### src/rtl/io_input_responder.sv
// Responder for the CPU Input instruction: stalls the CPU until a debounced Enter press, then returns the switch word.
// Optional build macro IO_INPUT_SIGNED_EN sign-extends the switch bank instead of zero-extending it.
module io_input_responder #(
  parameter int unsigned SW_WIDTH        = 10,
  parameter int unsigned DATA_WIDTH      = 32,
  parameter int unsigned DEBOUNCE_CYCLES = 4
) (
  input  logic                  Clock,
  input  logic                  reset,
  input  logic                  in_req,
  input  logic                  Enter,
  input  logic [SW_WIDTH-1:0]   sw,
  output logic                  stall,
  output logic [DATA_WIDTH-1:0] in_data,
  output logic                  in_valid,
  output logic                  busy
);

  localparam int unsigned      CNT_W   = 8;
  localparam logic [CNT_W-1:0] CNT_MAX = CNT_W'(DEBOUNCE_CYCLES);

  typedef enum logic [2:0] {
    IDLE,
    WAIT_RELEASE,
    WAIT_PRESS,
    DEBOUNCE,
    DONE
  } state_t;

  state_t                  state;
  logic [CNT_W-1:0]        cnt;
  logic                    enter_sync1;
  logic                    enter_sync2;
  logic                    pressed;
  logic [DATA_WIDTH-1:0]   sw_ext;

  assign pressed = ~enter_sync2;

`ifdef IO_INPUT_SIGNED_EN
  assign sw_ext = DATA_WIDTH'($signed(sw));
`else
  assign sw_ext = DATA_WIDTH'(sw);
`endif

  // Two-flop synchronizer for the asynchronous pushbutton; resets to released.
  always_ff @(posedge Clock) begin
    if (reset) begin
      enter_sync1 <= 1'b1;
      enter_sync2 <= 1'b1;
    end else begin
      enter_sync1 <= Enter;
      enter_sync2 <= enter_sync1;
    end
  end

  // Request FSM; dropping in_req in any waiting state abandons the request silently.
  always_ff @(posedge Clock) begin
    if (reset) begin
      state    <= IDLE;
      cnt      <= '0;
      in_data  <= '0;
      in_valid <= 1'b0;
      busy     <= 1'b0;
    end else begin
      in_valid <= 1'b0;
      case (state)
        IDLE: begin
          if (in_req) begin
            state <= WAIT_RELEASE;
            busy  <= 1'b1;
          end
        end
        WAIT_RELEASE: begin
          if (!in_req) begin
            state <= IDLE;
            busy  <= 1'b0;
          end else if (!pressed) begin
            state <= WAIT_PRESS;
          end
        end
        WAIT_PRESS: begin
          if (!in_req) begin
            state <= IDLE;
            busy  <= 1'b0;
            cnt   <= '0;
          end else if (pressed) begin
            state <= DEBOUNCE;
            cnt   <= CNT_W'(1);
          end
        end
        DEBOUNCE: begin
          if (!in_req) begin
            state <= IDLE;
            busy  <= 1'b0;
            cnt   <= '0;
          end else if (!pressed) begin
            state <= WAIT_PRESS;
            cnt   <= '0;
          end else if (cnt >= CNT_MAX) begin
            state    <= DONE;
            in_data  <= sw_ext;
            in_valid <= 1'b1;
            cnt      <= '0;
          end else if (cnt != '1) begin
            cnt <= cnt + CNT_W'(1);
          end
        end
        DONE: begin
          state <= IDLE;
          busy  <= 1'b0;
        end
        default: begin
          state <= IDLE;
          busy  <= 1'b0;
          cnt   <= '0;
        end
      endcase
    end
  end

  // Stall follows in_req directly in IDLE so the PC freezes on the request cycle itself.
  always_comb begin
    stall = 1'b0;
    if (!reset) begin
      case (state)
        IDLE:                             stall = in_req;
        WAIT_RELEASE, WAIT_PRESS, DEBOUNCE: stall = 1'b1;
        default:                          stall = 1'b0;
      endcase
    end
  end

endmodule
### config.mk
export PLATFORM = sky130hd
export DESIGN_NAME = io_input_responder
export DESIGN_NICKNAME = d
export VERILOG_FILES = /design/src/rtl/io_input_responder.sv
export SDC_FILE = /design/constraint.sdc
export NUM_CORES = 1
export LEC_CHECK = 0
export CAP_MARGIN = 20
export CELL_PAD_IN_SITES_DETAIL_PLACEMENT = 0
export CELL_PAD_IN_SITES_GLOBAL_PLACEMENT = 1
export CORE_UTILIZATION = 28
export CTS_CLUSTER_DIAMETER = 150
export CTS_CLUSTER_SIZE = 24
export DETAILED_ROUTE_END_ITERATION = 16
export HOLD_SLACK_MARGIN = 0.08
export PLACE_DENSITY_LB_ADDON = 0.1
export RECOVER_POWER = 50
export REMOVE_ABC_BUFFERS = 1
export SLEW_MARGIN = 15
export SYNTH_ARGS = -nofsm -noshare
export SYNTH_HDL_FRONTEND = slang
export SYNTH_SLANG_ARGS = --single-unit
### constraint.sdc
create_clock -name Clock -period 1.6 [get_ports Clock]
set_input_delay 0.24 -clock Clock [delete_from_list [all_inputs] [get_ports Clock]]
set_output_delay 0.24 -clock Clock [all_outputs]
set_load 0.03 [all_outputs]
== Word level (Yosys, flattened, before mapping) ==
Cells that the tools add are included.

* Register bits: 25
* Bits of input ports: 14
* Output and inout port bits: 35
* Word-level logic and storage cells: 54

* Add/subtract/negate cells: 1
* Order comparisons: 1
* Equality and inequality tests: 11
* Muxes and demuxes: 22
* Bitwise gates (word level): 4
* Reduce and logical (&&, ||, !) cells: 8

{| class="wikitable"
|+ Operators with widths
! cell !! number
|-
| $mux W8 || 6
|-
| $mux W3 || 8
|-
| $pmux W8 S3 || 1
|-
| $pmux W3 S4 || 1
|-
| $add A8 B1 Y8 const B || 1
|-
| $ge A8 B3 Y1 const B || 1
|-
| $ne A8 B8 Y1 const B || 1
|-
| $reduce_and A4 Y1 || 2
|-
| $eq A3 B2 Y1 const B || 2
|-
| $ne A3 B3 Y1 const B || 2
|-
| $reduce_or A3 Y1 || 2
|-
| $ne A5 B5 Y1 const B || 1
|-
| $mux W1 || 4
|-
| $ne A2 B2 Y1 const B || 2
|-
| $ne A4 B4 Y1 const B || 1
|-
| $not A1 Y1 || 4
|-
| $pmux W1 S2 || 2
|-
| $reduce_or A4 Y1 || 1
|-
| $eq A3 B1 Y1 const B || 1
|-
| $eq A3 B3 Y1 const B || 1
|-
| $logic_not A3 Y1 || 1
|-
| $reduce_and A3 Y1 || 1
|-
| $reduce_and A2 Y1 || 1
|}

== Longest topological paths before layout ==
* Word-level depth: 6
* Depth in mapped cells: 6
* Gate-level depth less buffers: 4

== Worst setup path before layout ==
No wires, ideal clock.

* Kind: reg2reg
* Start: reg state[1]
* End: reg in_data[2]
* Setup time: 0.128 ns
* Data arrival time: 1.386 ns
* Required time: 1.472 ns
* Path slack: 0.087 ns
* Stages on the path, launching flop included: 7
* Path buffers: 2
* Clock period less this slack: 1.513 ns
* Cells stage by stage: dfxtp_1 -> buf_2 -> nand3b_4 -> a2111oi_4 -> buf_6 -> mux2i_1 -> nor2_1

* Cells in the longest elaborated chain, start to end: 2

{| class="wikitable"
|+ RTL lines
! what !! line !! source
|-
| start, declared || 30 || <nowiki>state_t state;</nowiki>
|-
| start signal, assigned || 59 || <nowiki>state <= IDLE;</nowiki>
|-
| start signal, assigned || 69 || <nowiki>state <= WAIT_RELEASE;</nowiki>
|-
| start signal, assigned || 75 || <nowiki>state <= IDLE;</nowiki>
|-
| $eq A3 B2 Y1 || 66 || <nowiki>case (state)</nowiki>
|-
| $reduce_and A4 Y1 (no line) || n/a ||
|-
| end signal, assigned || 101 || <nowiki>in_data <= sw_ext;</nowiki>
|-
| end, declared || 14 || <nowiki>output logic [DATA_WIDTH-1:0] in_data,</nowiki>
|}

Every way passes these cells.
A chain may end at the register's enable or synchronous reset.

== Worst setup path in the final report ==
* Start: reg in_data[3]
* End: out in_data[3]

No word-level cell between the ends.

==> results_dict.tcl <==
set metrics [dict create \
    run_status "finished, final reports clean" \
    timing.critical_path.arrival_ns 1.29 \
    cts_sinks 25 \
    critical-path-slowest-cell "sky130_fd_sc_hd__clkdlybuf4s50_1" \
    pin_count_of_the_biggest_net_entering_global_routing 16 \
    postLayoutCellArea_um2 1650 \
    crit_path_cell_trace "clkdlybuf4s50_1" \
    effective_utilization_at_floorplan_pct 29.2 \
    nFillCells 439 \
    cts.reportedPaths.clkPinSlew_ns 0.09 \
    fp.dieH_um 69.6 \
    place.gp.congestion 0.738 \
    power_density_over_the_cells_nw_per_um2 724 \
    worst_setup_path_end_kind "output pin" \
    tritoncts.num_buffers 3 \
    predominant_post_synthesis_flop_cell "sky130_fd_sc_hd__dfxtp_1" \
    wl_per_cell_um 11.0 \
    slew_violations 0 \
    drc 0 \
    setup_viol_count_final 0 \
    dr.first_iter.drc_count 48 \
    register_bit_count_reported_by_yosys 25 \
    irDropWorstVdd_v 0.000311 \
    syn-mean-instance-area_um2 9.28 \
    static-leakage-power_nw 0.652 \
    cp.required_ns 1.36 \
    drt_pre_antenna_iters 4 \
    ys_async_sr_fraction_pct 0 \
    post_route_cells_drive_above_1_share_pct 16.5 \
    route.vias.total 994 \
    finalCritPeriodShare_pct 95.9 \
    grt_setup_unrepaired "false" \
    layout.cells.non_filler 228 \
    synth_edf_count 0 \
    synthesis.instances 138 \
    worstHoldPathType "reg2reg" \
    via_per_inst 4.36 \
    global_route.overflow_total 0 \
    post_synth_instance_area_um2 1280 \
    num-nets-final 193 \
    path_class "reg2out" \
    grt_pass1_wl_um 4330 \
    port_buffer_count 26 \
    worst_skew_pair.late_latency_ns 0.27 \
    tritoncts "built" \
    maxCapViolations 0 \
    post-route-min-period_ns 1.53 \
    first_global_vias 916 \
    rows 24 \
    diodes 0 \
    flow.area_growth_from_synthesis_pct 29.2 \
    worst-path-buf-inv 1 \
    dp_hpwl_um 1930 \
    worst_setup_path_start_kind "register" \
    cp_top_family "buffers and inverters" \
    finalHoldViolCount 0 \
    post-place-cells 224 \
    ios 49 \
    drt.antenna.violating_nets 0 \
    die-width_um 69.6 \
    gr-usage-all-layers_pct 11.0 \
    fmaxAchievable_mhz 652 \
    drt-total-wl_um 2520 \
    yosysUniqueCellTypes 36 \
    cts_root_buffer "sky130_fd_sc_hd__clkbuf_8" \
    cts.htree.levels 1 \
    fin_skew_ns 0.00114 \
    layout.cells.most_common "sky130_fd_sc_hd__clkdlybuf4s50_1" \
    layout_common_cells "sky130_fd_sc_hd__clkdlybuf4s50_1, sky130_fd_sc_hd__conb_1, sky130_fd_sc_hd__dfxtp_1, sky130_fd_sc_hd__nor2_1, sky130_fd_sc_hd__buf_4" \
    clockBufferDepth 2 \
    critical_path_peak_fanout 2 \
    design.die.area_um2 4850 \
    critical_path.max_stage_delay_ns 0.67 \
    yosys_warnings 0 \
    post-cts-setup-buffers 0 \
    floorplan.core_area_um2 4380 \
    synth_sequential_area_ratio_pct 39.1 \
    initial_antenna_violation_count 0 \
    dpl_cell_area_um2 1600 \
]
## kinds of logic (layout without fill, tap and decap cells)
logic type	count (synthesis)	after routing	share of synthesized area, %
and+or+nand+nor	47	47	20.7
buffers and inverters	29	46	15.6
DFF	25	25	39.1
AOI/OAI and AO/OA	23	23	13.7
muxes	11	11	8.60
adders and majority gates	2	2	1.95
other	1	22	0.293
## area by class of cell
class,count,area (um2),share of cell area (%)
multi-input combinational,105,658,39.8
clock inverter,1,7.51,0.454
clock buffer,3,41.3,2.50
timing repair buffer,39,367,22.2
sequential,25,504,30.5
tap,52,65.1,3.93
inverter,3,11.3,0.681
## state kept, by name, summed over array words and instances (netlist names)
name and count:
busy 1, cnt 8, enter_sync1 1, enter_sync2 1, in_data 10, in_valid 1
state 3
## synthesized netlist by cell type, drive strengths merged (2+ instances only)
library cell	number	area share, %
buf	24	14
a21oi	8	3.1
nand2	9	2.6
or2	2	0.98
nand4	2	0.98
nor3	2	0.78
mux2i	11	8.6
nor2	16	4.7
clkbuf	2	0.59
or4	2	1.2
ha	2	2.0
a211oi	3	1.8
nand3	2	0.78
nor4	2	2.2
inv	3	0.88
dfxtp	25	39
a41oi	2	1.4
o31ai	2	1.2
nor2b	5	2.6
a21o	2	1.2
## worst register-to-register path: stages (launching register included)
cell	delay, ns
sky130_fd_sc_hd__dfxtp_1	0.37
sky130_fd_sc_hd__nand3b_4	0.19
sky130_fd_sc_hd__a2111oi_4	0.39
sky130_fd_sc_hd__buf_12	0.19
sky130_fd_sc_hd__mux2i_1	0.20
sky130_fd_sc_hd__nor2_1	0.06
## timing repair
| item | 4_1_cts | 5_1_grt |
|---|---|---|
| resized for setup | 1 | 3 |
| cloned | 0 | 0 |
| hold buffers | 0 | 0 |
| endpoints found under the setup margin | 1 | 9 |
## per-layer routing
metal / up-vias / routed length (um) / track usage, %
met5: - / 0 / 0
met2: 31 / 1210 / 17.7
met1: 452 / 1170 / 14.5
li1: 509 / - / -
met3: 2 / 115 / 2.33
met4: 0 / 19 / 4.00
## final timing paths
check / from / end / slack [ns] / cells past startpoint
hold / removal: enter_sync1 / enter_sync2 / 0.42 / 1
setup / recovery: in_data[3] / in_data[3] / 0.07 / 1
hold reg to reg: enter_sync1 / enter_sync2 / 0.42 / 1
setup reg to reg: state[2] / in_data[4] / 0.11 / 5
## where the power goes
group          leakage (nW)  switching, mW  internal, mW
clock                0.0217          0.211         0.176
combinational         0.427          0.116        0.0580
sequential            0.204        0.00715         0.629
total                 0.652          0.334         0.864
## stage by stage
step / setup TNS, ns / worst slack (ns) / util [%] / total power, mW / hold WS (ns)
6_report: 0 / 0.0657 / 37.7 / 1.20 / 0.416
5_1_grt: 0 / 0.00132 / 37.7 / 1.27 / 0.427
4_1_cts: 0 / 0.0269 / 37.6 / 1.22 / 0.421
3_5_place_dp: -3.77 / -0.285 / 36.6 / 0.825 / 0.398
3_3_place_gp: -3.32 / -0.244 / 36.6 / 0.826 / 0.393
2_1_floorplan: -1.22 / -0.122 / - / 0.756 / 0.312
(Power assumes the default switching activity.)
